### config.mk
export PLATFORM = sky130hd
export DESIGN_NAME = qslave2908
export DESIGN_NICKNAME = d
export VERILOG_FILES = /design/src/rtl/qslave2908.sv
export SDC_FILE = /design/constraint.sdc
export NUM_CORES = 1
export LEC_CHECK = 0
export CAP_MARGIN = 20
export CORE_ASPECT_RATIO = 0.8
export CORE_MARGIN = 2
export CORE_UTILIZATION = 32
export CTS_CLUSTER_SIZE = 8
export DETAILED_ROUTE_END_ITERATION = 16
export GPL_TIMING_DRIVEN = 0
export PLACE_DENSITY = 0.69
export SLEW_MARGIN = 20
export SYNTH_ARGS = -nofsm -noshare
export SYNTH_HDL_FRONTEND = slang
export SYNTH_SLANG_ARGS = --single-unit
### constraint.sdc
create_clock -name clk -period 3.7 [get_ports clk]
set_input_delay 0.555 -clock clk [delete_from_list [all_inputs] [get_ports clk]]
set_output_delay 0.555 -clock clk [all_outputs]
set_load 0.05 [all_outputs]
### src/rtl/qslave2908.sv
// qslave2908: QBUS slave responder behind Am2908 transceivers.
// Decodes a small I/O-page register window and runs DATI, DATO(B) and DATIO(B) slave cycles.
module qslave2908 #(
    parameter logic [12:0] ADDR_BASE = 13'o12150,
    parameter int          REG_BITS  = 1,
    parameter int          READ_LAT  = 1
) (
    input  logic                clk,
    input  logic                RINIT_n,
    input  logic                RSYNC,
    input  logic                RDIN,
    input  logic                RDOUT,
    input  logic                RWTBT,
    input  logic                RBS7,
    input  logic [21:0]         RADDR,
    input  logic [15:0]         RDAL,
    input  logic                bus_master,
    output logic                TRPLY,
    output logic [15:0]         TDAL,
    output logic                assert_data,
    output logic                DALst,
    output logic                DALbe,
    output logic                selected,
    output logic [REG_BITS-1:0] reg_sel,
    output logic                reg_read,
    output logic                reg_write,
    input  logic [15:0]         reg_rdata,
    output logic [15:0]         reg_wdata,
    output logic [1:0]          reg_wbe,
    output logic [10:0]         fsm_state
);

    localparam int I_IDLE       = 0;
    localparam int I_DECODE     = 1;
    localparam int I_IGNORE     = 2;
    localparam int I_SELECTED   = 3;
    localparam int I_READ_FETCH = 4;
    localparam int I_READ_SETUP = 5;
    localparam int I_READ_DRIVE = 6;
    localparam int I_READ_RPLY  = 7;
    localparam int I_READ_HOLD  = 8;
    localparam int I_WRITE_RPLY = 9;
    localparam int I_WRITE_WAIT = 10;

    localparam logic [10:0] S_IDLE       = 11'b000_0000_0001;
    localparam logic [10:0] S_DECODE     = 11'b000_0000_0010;
    localparam logic [10:0] S_IGNORE     = 11'b000_0000_0100;
    localparam logic [10:0] S_SELECTED   = 11'b000_0000_1000;
    localparam logic [10:0] S_READ_FETCH = 11'b000_0001_0000;
    localparam logic [10:0] S_READ_SETUP = 11'b000_0010_0000;
    localparam logic [10:0] S_READ_DRIVE = 11'b000_0100_0000;
    localparam logic [10:0] S_READ_RPLY  = 11'b000_1000_0000;
    localparam logic [10:0] S_READ_HOLD  = 11'b001_0000_0000;
    localparam logic [10:0] S_WRITE_RPLY = 11'b010_0000_0000;
    localparam logic [10:0] S_WRITE_WAIT = 11'b100_0000_0000;

    localparam int CW = (READ_LAT > 1) ? $clog2(READ_LAT) : 1;
    localparam logic [CW-1:0] FETCH_LAST = CW'(READ_LAT - 1);

    logic [1:0] sync_ff, din_ff, dout_ff, wtbt_ff;
    logic       s_rsync, s_rdin, s_rdout, s_rwtbt;
    logic [10:0] state, state_nxt;
    logic [CW-1:0] cnt, cnt_nxt;
    logic       hit, abort, fetch_done;
    logic       trply_nxt, assert_nxt, dalst_nxt, dalbe_nxt, selected_nxt;
    logic       reg_read_nxt, reg_write_nxt;
    logic [15:0] tdal_nxt, wdata_nxt;
    logic [1:0] wbe_nxt;
    logic [REG_BITS-1:0] reg_sel_nxt;
    logic       unused_addr_hi;

    assign unused_addr_hi = ^RADDR[21:13];

    always_ff @(posedge clk or negedge RINIT_n) begin
        if (!RINIT_n) begin
            sync_ff <= '0;
            din_ff  <= '0;
            dout_ff <= '0;
            wtbt_ff <= '0;
        end else begin
            sync_ff <= {sync_ff[0], RSYNC};
            din_ff  <= {din_ff[0], RDIN};
            dout_ff <= {dout_ff[0], RDOUT};
            wtbt_ff <= {wtbt_ff[0], RWTBT};
        end
    end

    assign s_rsync = sync_ff[1];
    assign s_rdin  = din_ff[1];
    assign s_rdout = dout_ff[1];
    assign s_rwtbt = wtbt_ff[1];

    assign hit        = RBS7 && (RADDR[12:REG_BITS+1] == ADDR_BASE[12:REG_BITS+1]);
    assign abort      = !s_rsync && !state[I_IDLE] && !state[I_IGNORE];
    assign fetch_done = (cnt == FETCH_LAST);
    assign fsm_state  = state;

    // State register; all bus-facing outputs are registered so they change only on clock edges.
    always_ff @(posedge clk or negedge RINIT_n) begin
        if (!RINIT_n) begin
            state       <= S_IDLE;
            cnt         <= '0;
            TRPLY       <= 1'b0;
            TDAL        <= '0;
            assert_data <= 1'b0;
            DALst       <= 1'b0;
            DALbe       <= 1'b0;
            selected    <= 1'b0;
            reg_sel     <= '0;
            reg_read    <= 1'b0;
            reg_write   <= 1'b0;
            reg_wdata   <= '0;
            reg_wbe     <= '0;
        end else begin
            state       <= state_nxt;
            cnt         <= cnt_nxt;
            TRPLY       <= trply_nxt;
            TDAL        <= tdal_nxt;
            assert_data <= assert_nxt;
            DALst       <= dalst_nxt;
            DALbe       <= dalbe_nxt;
            selected    <= selected_nxt;
            reg_sel     <= reg_sel_nxt;
            reg_read    <= reg_read_nxt;
            reg_write   <= reg_write_nxt;
            reg_wdata   <= wdata_nxt;
            reg_wbe     <= wbe_nxt;
        end
    end

    // Bus handshake: master holds SYNC for the whole cycle; each DIN/DOUT phase is answered by
    // raising RPLY and released when the master drops DIN/DOUT. Losing SYNC aborts from anywhere.
    always_comb begin
        state_nxt = state;
        if (abort) begin
            state_nxt = S_IDLE;
        end else begin
            case (1'b1)
                state[I_IDLE]:       if (s_rsync && !bus_master) state_nxt = S_DECODE;
                state[I_DECODE]:     state_nxt = hit ? S_SELECTED : S_IGNORE;
                state[I_IGNORE]:     if (!s_rsync) state_nxt = S_IDLE;
                state[I_SELECTED]: begin
                    if (s_rdin)       state_nxt = S_READ_FETCH;
                    else if (s_rdout) state_nxt = S_WRITE_RPLY;
                end
                state[I_READ_FETCH]: if (fetch_done) state_nxt = S_READ_SETUP;
                state[I_READ_SETUP]: state_nxt = S_READ_DRIVE;
                state[I_READ_DRIVE]: state_nxt = S_READ_RPLY;
                state[I_READ_RPLY]:  if (!s_rdin) state_nxt = S_READ_HOLD;
                state[I_READ_HOLD]:  state_nxt = S_SELECTED;
                state[I_WRITE_RPLY]: state_nxt = S_WRITE_WAIT;
                state[I_WRITE_WAIT]: if (!s_rdout) state_nxt = S_SELECTED;
                default:             state_nxt = S_IDLE;
            endcase
        end
    end

    always_comb begin
        cnt_nxt       = cnt;
        trply_nxt     = TRPLY;
        tdal_nxt      = TDAL;
        assert_nxt    = assert_data;
        dalst_nxt     = DALst;
        dalbe_nxt     = DALbe;
        selected_nxt  = selected;
        reg_sel_nxt   = reg_sel;
        reg_read_nxt  = 1'b0;
        reg_write_nxt = 1'b0;
        wdata_nxt     = reg_wdata;
        wbe_nxt       = reg_wbe;
        if (abort) begin
            trply_nxt    = 1'b0;
            assert_nxt   = 1'b0;
            dalst_nxt    = 1'b0;
            dalbe_nxt    = 1'b0;
            selected_nxt = 1'b0;
        end else begin
            case (1'b1)
                state[I_DECODE]: begin
                    if (hit) begin
                        selected_nxt = 1'b1;
                        reg_sel_nxt  = RADDR[REG_BITS:1];
                    end
                end
                state[I_SELECTED]: begin
                    if (s_rdin) begin
                        reg_read_nxt = 1'b1;
                        cnt_nxt      = '0;
                    end else if (s_rdout) begin
                        reg_write_nxt = 1'b1;
                        wdata_nxt     = RDAL;
                        wbe_nxt       = s_rwtbt ? (RADDR[0] ? 2'b10 : 2'b01) : 2'b11;
                    end
                end
                state[I_READ_FETCH]: begin
                    if (fetch_done) begin
                        tdal_nxt   = reg_rdata;
                        assert_nxt = 1'b1;
                        dalst_nxt  = 1'b1;
                    end else begin
                        cnt_nxt = cnt + CW'(1);
                    end
                end
                state[I_READ_SETUP]: begin
                    dalst_nxt = 1'b0;
                    dalbe_nxt = 1'b1;
                end
                state[I_READ_DRIVE]: trply_nxt = 1'b1;
                state[I_READ_RPLY]:  if (!s_rdin) trply_nxt = 1'b0;
                state[I_READ_HOLD]: begin
                    dalbe_nxt  = 1'b0;
                    assert_nxt = 1'b0;
                end
                state[I_WRITE_RPLY]: trply_nxt = 1'b1;
                state[I_WRITE_WAIT]: if (!s_rdout) trply_nxt = 1'b0;
                default: ;
            endcase
        end
    end

endmodule

== Word level (Yosys, flattened, before mapping) ==
Index checks and enable logic that the tools add are counted.

* Equality and inequality tests: 20
* Reduce and logical (&&, ||, !) cells: 28
* Multiplexer cells: 69
* Add/subtract/negate cells: 1
* Bitwise logic cells: 5

{| class="wikitable"
|+ Operator list
! cell !! count
|-
| $mux 11 || 19
|-
| $mux 1 || 47
|-
| $ne 3x2->1 const B || 6
|-
| $reduce_and 5->1 || 3
|-
| $ne 7x6->1 const B || 2
|-
| $reduce_and 4->1 || 3
|-
| $eq 11x11->1 const B || 1
|-
| $ne 10x9->1 const B || 1
|-
| $reduce_bool 3->1 || 3
|-
| $ne 2x1->1 const B || 4
|-
| $ne 4x3->1 const B || 2
|-
| $reduce_and 8->1 || 1
|-
| $reduce_and 7->1 || 1
|-
| $reduce_and 3->1 || 2
|-
| $reduce_and 6->1 || 1
|-
| $reduce_bool 2->1 || 3
|-
| $ne 5x1->1 const B || 1
|-
| $ne 5x4->1 const B || 1
|-
| $not 1->1 || 5
|-
| $reduce_bool 5->1 || 1
|-
| $logic_and 1x1->1 || 4
|-
| $logic_not 1->1 || 4
|-
| $mux 2 || 2
|-
| $mux 4 || 1
|-
| other kinds (4) || 5
|}

* Output and inout bits: 53
* Logic and storage cells: 145
* Register bits after elaboration: 62

== Logic depth before layout (Yosys ltp) ==
Gate-level depths: netlist (run 1).

* Depth after elaboration: 13
* Gate-level depth with buffers: 6
* Gate-level depth less buffers: 4

== Worst setup path after synthesis (run 1) ==
Ideal clock, no wire load.

* Kind: flip-flop to flip-flop
* Start point: register state[0] (netlist: fsm_state[0])
* End point: register state[9] (netlist: fsm_state[9])
* Clock period less this slack: 1.974 ns
* Setup time: 0.121 ns
* Data required time: 3.579 ns
* Cell stages (with the launch flop): 6
* Path buffers: 1
* Path slack: 1.726 ns
* Arrival: 1.852 ns
* Cells stage by stage: dfstp_2 > buf_4 > inv_1 > mux2_4 > or3_1 > a22o_1

* Longest elaborated chain between the ends: 5

{| class="wikitable"
|+ RTL lines
! element !! RTL line !! RTL
|-
| start: declaration || 62 || <nowiki>logic [10:0] state, state_nxt;</nowiki>
|-
| start signal: assignment || 115 || <nowiki>state <= state_nxt;</nowiki>
|-
| $logic_not 1->1 || 94 || <nowiki>assign abort = !s_rsync && !state[I_IDLE] && !state[I_IGNORE];</nowiki>
|-
| $logic_and 1x1->1 (2 in series) || 94 ||
|-
| $ne 10x9->1 (no source line) (tied with other cells) || -- ||
|-
| $reduce_and 5->1 (no source line) || -- ||
|}

Several ways; a longest one is shown, not always the timed one.
A chain may end at the register's enable or synchronous reset.

== Final worst setup path (run 1) ==
* Start point: register state[0] (netlist: fsm_state[0])
* End point: output fsm_state[0]

{| class="wikitable"
|+ RTL lines
! element !! RTL line !! RTL
|-
| end: declaration || 30 || <nowiki>output logic [10:0] fsm_state</nowiki>
|}

No word-level cell between the ends.

==> results of run 1 <==
stage by stage:
stage / setup WS (ns) / cell area (um2)
2_1_floorplan: 1.73 / 2640
4_1_cts: 1.44 / 4070
6_report: 1.48 / 4070
5_1_grt: 1.42 / 4070
3_5_place_dp: 1.41 / 3840
3_3_place_gp: 0.101 / 3820
state kept, by name, indices dropped and copies added (netlist names), 2 cells and up:
name       flops
din_ff         2
wtbt_ff        2
reg_wdata     16
fsm_state     11
reg_wbe        2
sync_ff        2
dout_ff        2
TDAL          16
per-layer routing:
metal  share of wire, %  vias up
met5                  0        -
met4               0.99        0
met3                8.5        8
met2                 44       82
met1                 46      991
li1                   -      957
layout by cell type (no fill, tap or decap), types with 3 or more instances in the layout:
cell,instances
nand2_1,7
mux2_2,19
a21oi_1,10
clkbuf_8,11
clkbuf_1,4
nand3_1,3
buf_6,4
buf_4,3
a31oi_1,3
nor2b_1,3
o21ai_0,3
mux2_4,15
a22o_1,3
inv_1,7
dfrtp_1,60
nor2_1,10
and4_1,3
nor3_1,4
nor4_1,4
clkdlybuf4s50_1,104
power breakdown:
part           switching [W]  internal [W]  leakage (nW)
clock               0.000248      0.000414         0.116
combinational       0.000491      0.000329         0.861
sequential         0.0000650      0.000759         0.775
total               0.000804       0.00150          1.75
path summary, 6_finish.rpt:
kind / startpoint / end / slack [ns] / cells after the start
max in group asynchronous: RINIT_n / TDAL[15] / 3.05 / 2
hold reg to reg: din_ff[0] / din_ff[1] / 0.35 / 0
hold / removal: RINIT_n / fsm_state[5] / 0.16 / 1
setup reg to reg: fsm_state[1] / reg_sel / 1.72 / 5
min in group clk: din_ff[0] / din_ff[1] / 0.35 / 0
setup / recovery: fsm_state[0] / fsm_state[0] / 1.48 / 1
cells by family (layout without fill, tap and decap cells):
group	Yosys count	after routing	synth area share [%]
mux	35	35	17.0
buf+inv	18	140	4.08
compound gates	31	31	8.01
simple gates	53	53	13.0
flops	61	61	57.9
area by class of cell:
cell class                 count  area share [%]
multi-input combinational    119            24.7
tap                          108            3.32
sequential                    61            37.6
buffer                        11            2.00
clock inverter                 4            1.72
timing repair buffer         106            26.3
clock buffer                  12            3.81
inverter                       7           0.646
==> out/metrics.cfg, run 1 <==
[status]
status=finished clean

[layout]
fin_cells=428
n_fill_cell=738
multi_input_area_um2=1000
num-nets-final=377
syn_to_final_growth_pct=54.1
final_util_pct=51.0
diodes=0
ff_latch_area_um2=1530
drive_above_1_share_pct=20.3

[setup_path]
crit_required_ns=3.14
critPathMaxStageDelay_ns=0.81
path_buf_inv=1
worstPathArrival_ns=1.67
end_kind=output port
slowest_stage=clkdlybuf4s50_1
cp_max_fo=3
critical_path.top_delay_family=buffers and inverters
cp-start-kind=register
crit_chain=clkdlybuf4s50_1
crit_type=register to output port

[logic_synthesis]
syn_inst=198
syn-cell-area_um2=2640
yosysUniqueCellTypes=47
yosys.area.top_type_share_pct=56.9
avgSynthCellArea_um2=13.3
synth_edf_count=0
ys_seq_area_share_pct=57.9
syn-num-nets=260
async_flop_share_pct=100
synthTopCellsByCount=dfrtp_1 (60), mux2_2 (19), mux2_4 (15)
synth_largest_area_cell=dfrtp_1
synthFlopType=dfrtp_1
ys_ff_latch=61
ys.warnings.count=0
post-synth-top-count-cell=dfrtp_1
synth.area.top_cells=dfrtp_1 (57%), mux2_4 (8.5%), mux2_2 (8.1%)

[detailed_routing]
drtIter0Drc=128
drtAntennaViolNets=0
avgRoutedWirePerCell_um=14.8
vias_per_cell=4.76
drc=0
dr.pass1.iters=4
vias=2038
wirelength_um=6350

[timing]
skew_ns=0.0117
relSlewSlack_pct=46.2
hold_viol=0
hold_slack_ns=0.155
drv_slew=0
fin_setup_tns_ns=0
worst_pin_slew_ns=0.800
finalSetupViolCount=0
max_freq_mhz=450
min_period_ns=2.22
rsz0062_at_grt=no
min_period_over_period_pct=60.1

[floorplan]
dieArea_um2=8990
die_w_um=106
core_area_um2=7980
io_pins=115
start_util_pct=33.1
row_count=29
fp.dieH_um=85.2

[grt]
grt_usage_pct=14.8
gr-usage-met2_pct=21.6
gr-max-usage-layer=met2
grt_pass1_vias=2048
gr-usage-met1_pct=20.3
antenna_found_initial=0
grt_remaining_overflow=0
grt_max_degree=33
use_met3_pct=5.91
grt_pass1_wl_um=10400

[clock_tree]
clkLatencyLatePin_ns=0.33
clkTransAtPathRegs_ns=0.06
cts_tree=built
numCtsBuffers=9
cts_buffer_depth=2
cts_setup_buffers=0
htreeDepth=3
clock-sinks=61
ctsResizeCount=0
hold_buffers=0
clockRootBuffer=clkbuf_8

[placed_design]
dp_cells=412
portBuffers=105
dp_hpwl_um=4770
place_congestion=0.862

[power_and_ir_drop]
total_leakage_power_nw=1.75
pwr_density_cell_nw_per_um2=567
power.total_w=0.00231
vdd_drop_max_mv=0.262

[job]
cap_viol_max_count=0

[min_path]
min_path_type=input port to asynchronous set/reset pin

(Power assumes the default switching activity.)
==> run 2, diff against run 1 <==
==> constraint.sdc (replaced) <==
create_clock -name clk -period 2.1 [get_ports clk]
set_input_delay 0.315 -clock clk [delete_from_list [all_inputs] [get_ports clk]]
set_output_delay 0.315 -clock clk [all_outputs]
set_load 0.05 [all_outputs]
==> out/metrics.cfg, run 2 (synthesis gave the netlist of run 1 again) <==
[status]
status=finished clean

[clock_tree]
hold_buffers=1
cts_buffer_depth=2
clock-sinks=61
cts_setup_buffers=0
clkTransAtPathRegs_ns=0.06
numCtsBuffers=9
clkLatencyLatePin_ns=0.33
cts_tree=built
ctsResizeCount=0
htreeDepth=3
clockRootBuffer=clkbuf_8

[layout]
n_fill_cell=737
fin_cells=429
layout_common_cells=clkdlybuf4s50_1 (104), dfrtp_1 (60), mux2_2 (19)
diodes=0
syn_to_final_growth_pct=54.5
final_util_pct=51.1
ff_latch_area_um2=1530
multi_input_area_um2=1000
drive_above_1_share_pct=20.2
num-nets-final=378
final_common_cell=clkdlybuf4s50_1

[setup_path]
r2r_slack_ns=0.15
cp-start-kind=register
r2r-end=reg_sel
r2r_start=fsm_state[1]
critPathMaxStageDelay_ns=0.81
critical_path.top_delay_family=buffers and inverters
crit_required_ns=1.78
crit_chain=clkdlybuf4s50_1
slowest_stage=clkdlybuf4s50_1
cp_max_fo=3
crit_type=register to output port
reg2reg_depth=5
path_buf_inv=1
worstPathArrival_ns=1.67
end_kind=output port

[timing]
relSlewSlack_pct=46.4
worst_pin_slew_ns=0.796
drv_slew=0
finalSetupViolCount=0
skew_ns=0.0114
min_period_over_period_pct=94.5
min_period_ns=1.98
max_freq_mhz=504
hold_viol=0
rsz0062_at_grt=no

[grt]
grt_pass1_wl_um=10400
grt_remaining_overflow=0
grt_max_degree=33
grt_pass1_vias=2048
antenna_found_initial=0
grt_usage_pct=14.8

[floorplan]
io_pins=115
start_util_pct=33.1
fp.dieH_um=85.2
row_count=29
core_area_um2=7980
dieArea_um2=8990
die_w_um=106

[power_and_ir_drop]
pwr_density_cell_nw_per_um2=996
total_leakage_power_nw=1.76
switchingPower_w=0.00142
p_comb_share_pct=35.6
p_int_w=0.00265
vdd_drop_max_mv=0.462
swShare_pct=34.8
clkPwrFrac_pct=28.7
seq_power_share_pct=35.7

[detailed_routing]
drtIter0Drc=125
vias_per_cell=4.75
dr.pass1.iters=4
avgRoutedWirePerCell_um=14.8
drtAntennaViolNets=0
vias=2039
drc=0
wirelength_um=6350

[placed_design]
portBuffers=105
dp_cells=412
dp_hpwl_um=4770
place_congestion=0.862

[min_path]
hold_path_end=din_ff[1]
min_path_type=register to register
worstHoldPathCells=0
min-delay-start=din_ff[0]

[job]
cap_viol_max_count=0

==> run 2: cell types whose count changed in the layout (fill, tap and decap cells not counted), sizes merged <==
cell / change
dlygate4sd3: +1
==> run 2: final cells by class <==
cell class                      count  area share (%)
Buffer                             11            1.99
Clock buffer                       12            3.80
Clock inverter                      4            1.72
Inverter                            7           0.644
Multi-Input combinational cell    119            24.6
Sequential cell                    61            37.5
Tap cell                          108            3.31
Timing Repair Buffer              107            26.4
==> run 2: per-stage QoR <==
stage	cell area, um2	TNS, ns	worst slack (ns)	hold slack, ns	power, W
after floorplan	2640	0	0.126	0.0194	0.00238
after CTS	4080	0	0.0849	0.353	0.00411
after global placement	3820	-75.86	-1.26	0.335	0.00289
after detailed placement	3840	0	0.0515	0.270	0.00292
final	4080	0	0.115	0.350	0.00406
after global routing	4080	0	0.0479	0.366	0.00426
==> run 2: power groups by stage <==
stage | sequential (W) | combinational, W | clock (W)
6_report | 0.00145 | 0.00145 | 0.00117
5_1_grt | 0.00148 | 0.00152 | 0.00127
4_1_cts | 0.00145 | 0.00145 | 0.00121
3_5_place_dp | 0.00147 | 0.00144 | 0
3_3_place_gp | 0.00146 | 0.00143 | 0
2_1_floorplan | 0.00199 | 0.000393 | 0
==> run 2: how the worst max path moves through the flow <==
stage               slack, ns          from  depth (start not counted)           end
CTS                      0.08  fsm_state[0]                          1  fsm_state[0]
global placement        -1.26       RINIT_n                          1       TDAL[1]
finish                   0.12  fsm_state[0]                          1  fsm_state[0]
floorplan                0.13  fsm_state[0]                          5  fsm_state[9]
detailed placement       0.05      RADDR[3]                          5       reg_sel
global route             0.05  fsm_state[2]                          5  fsm_state[9]
==> run 2: routing by layer <==
| layer | wire length, um | up-vias | GRT usage [%] |
|---|---|---|---|
| li1 | - | 962 | - |
| met1 | 2910 | 984 | 20.3 |
| met2 | 2820 | 85 | 21.6 |
| met3 | 557 | 8 | 5.84 |
| met4 | 63 | 0 | 4.67 |
| met5 | 0 | - | 0 |
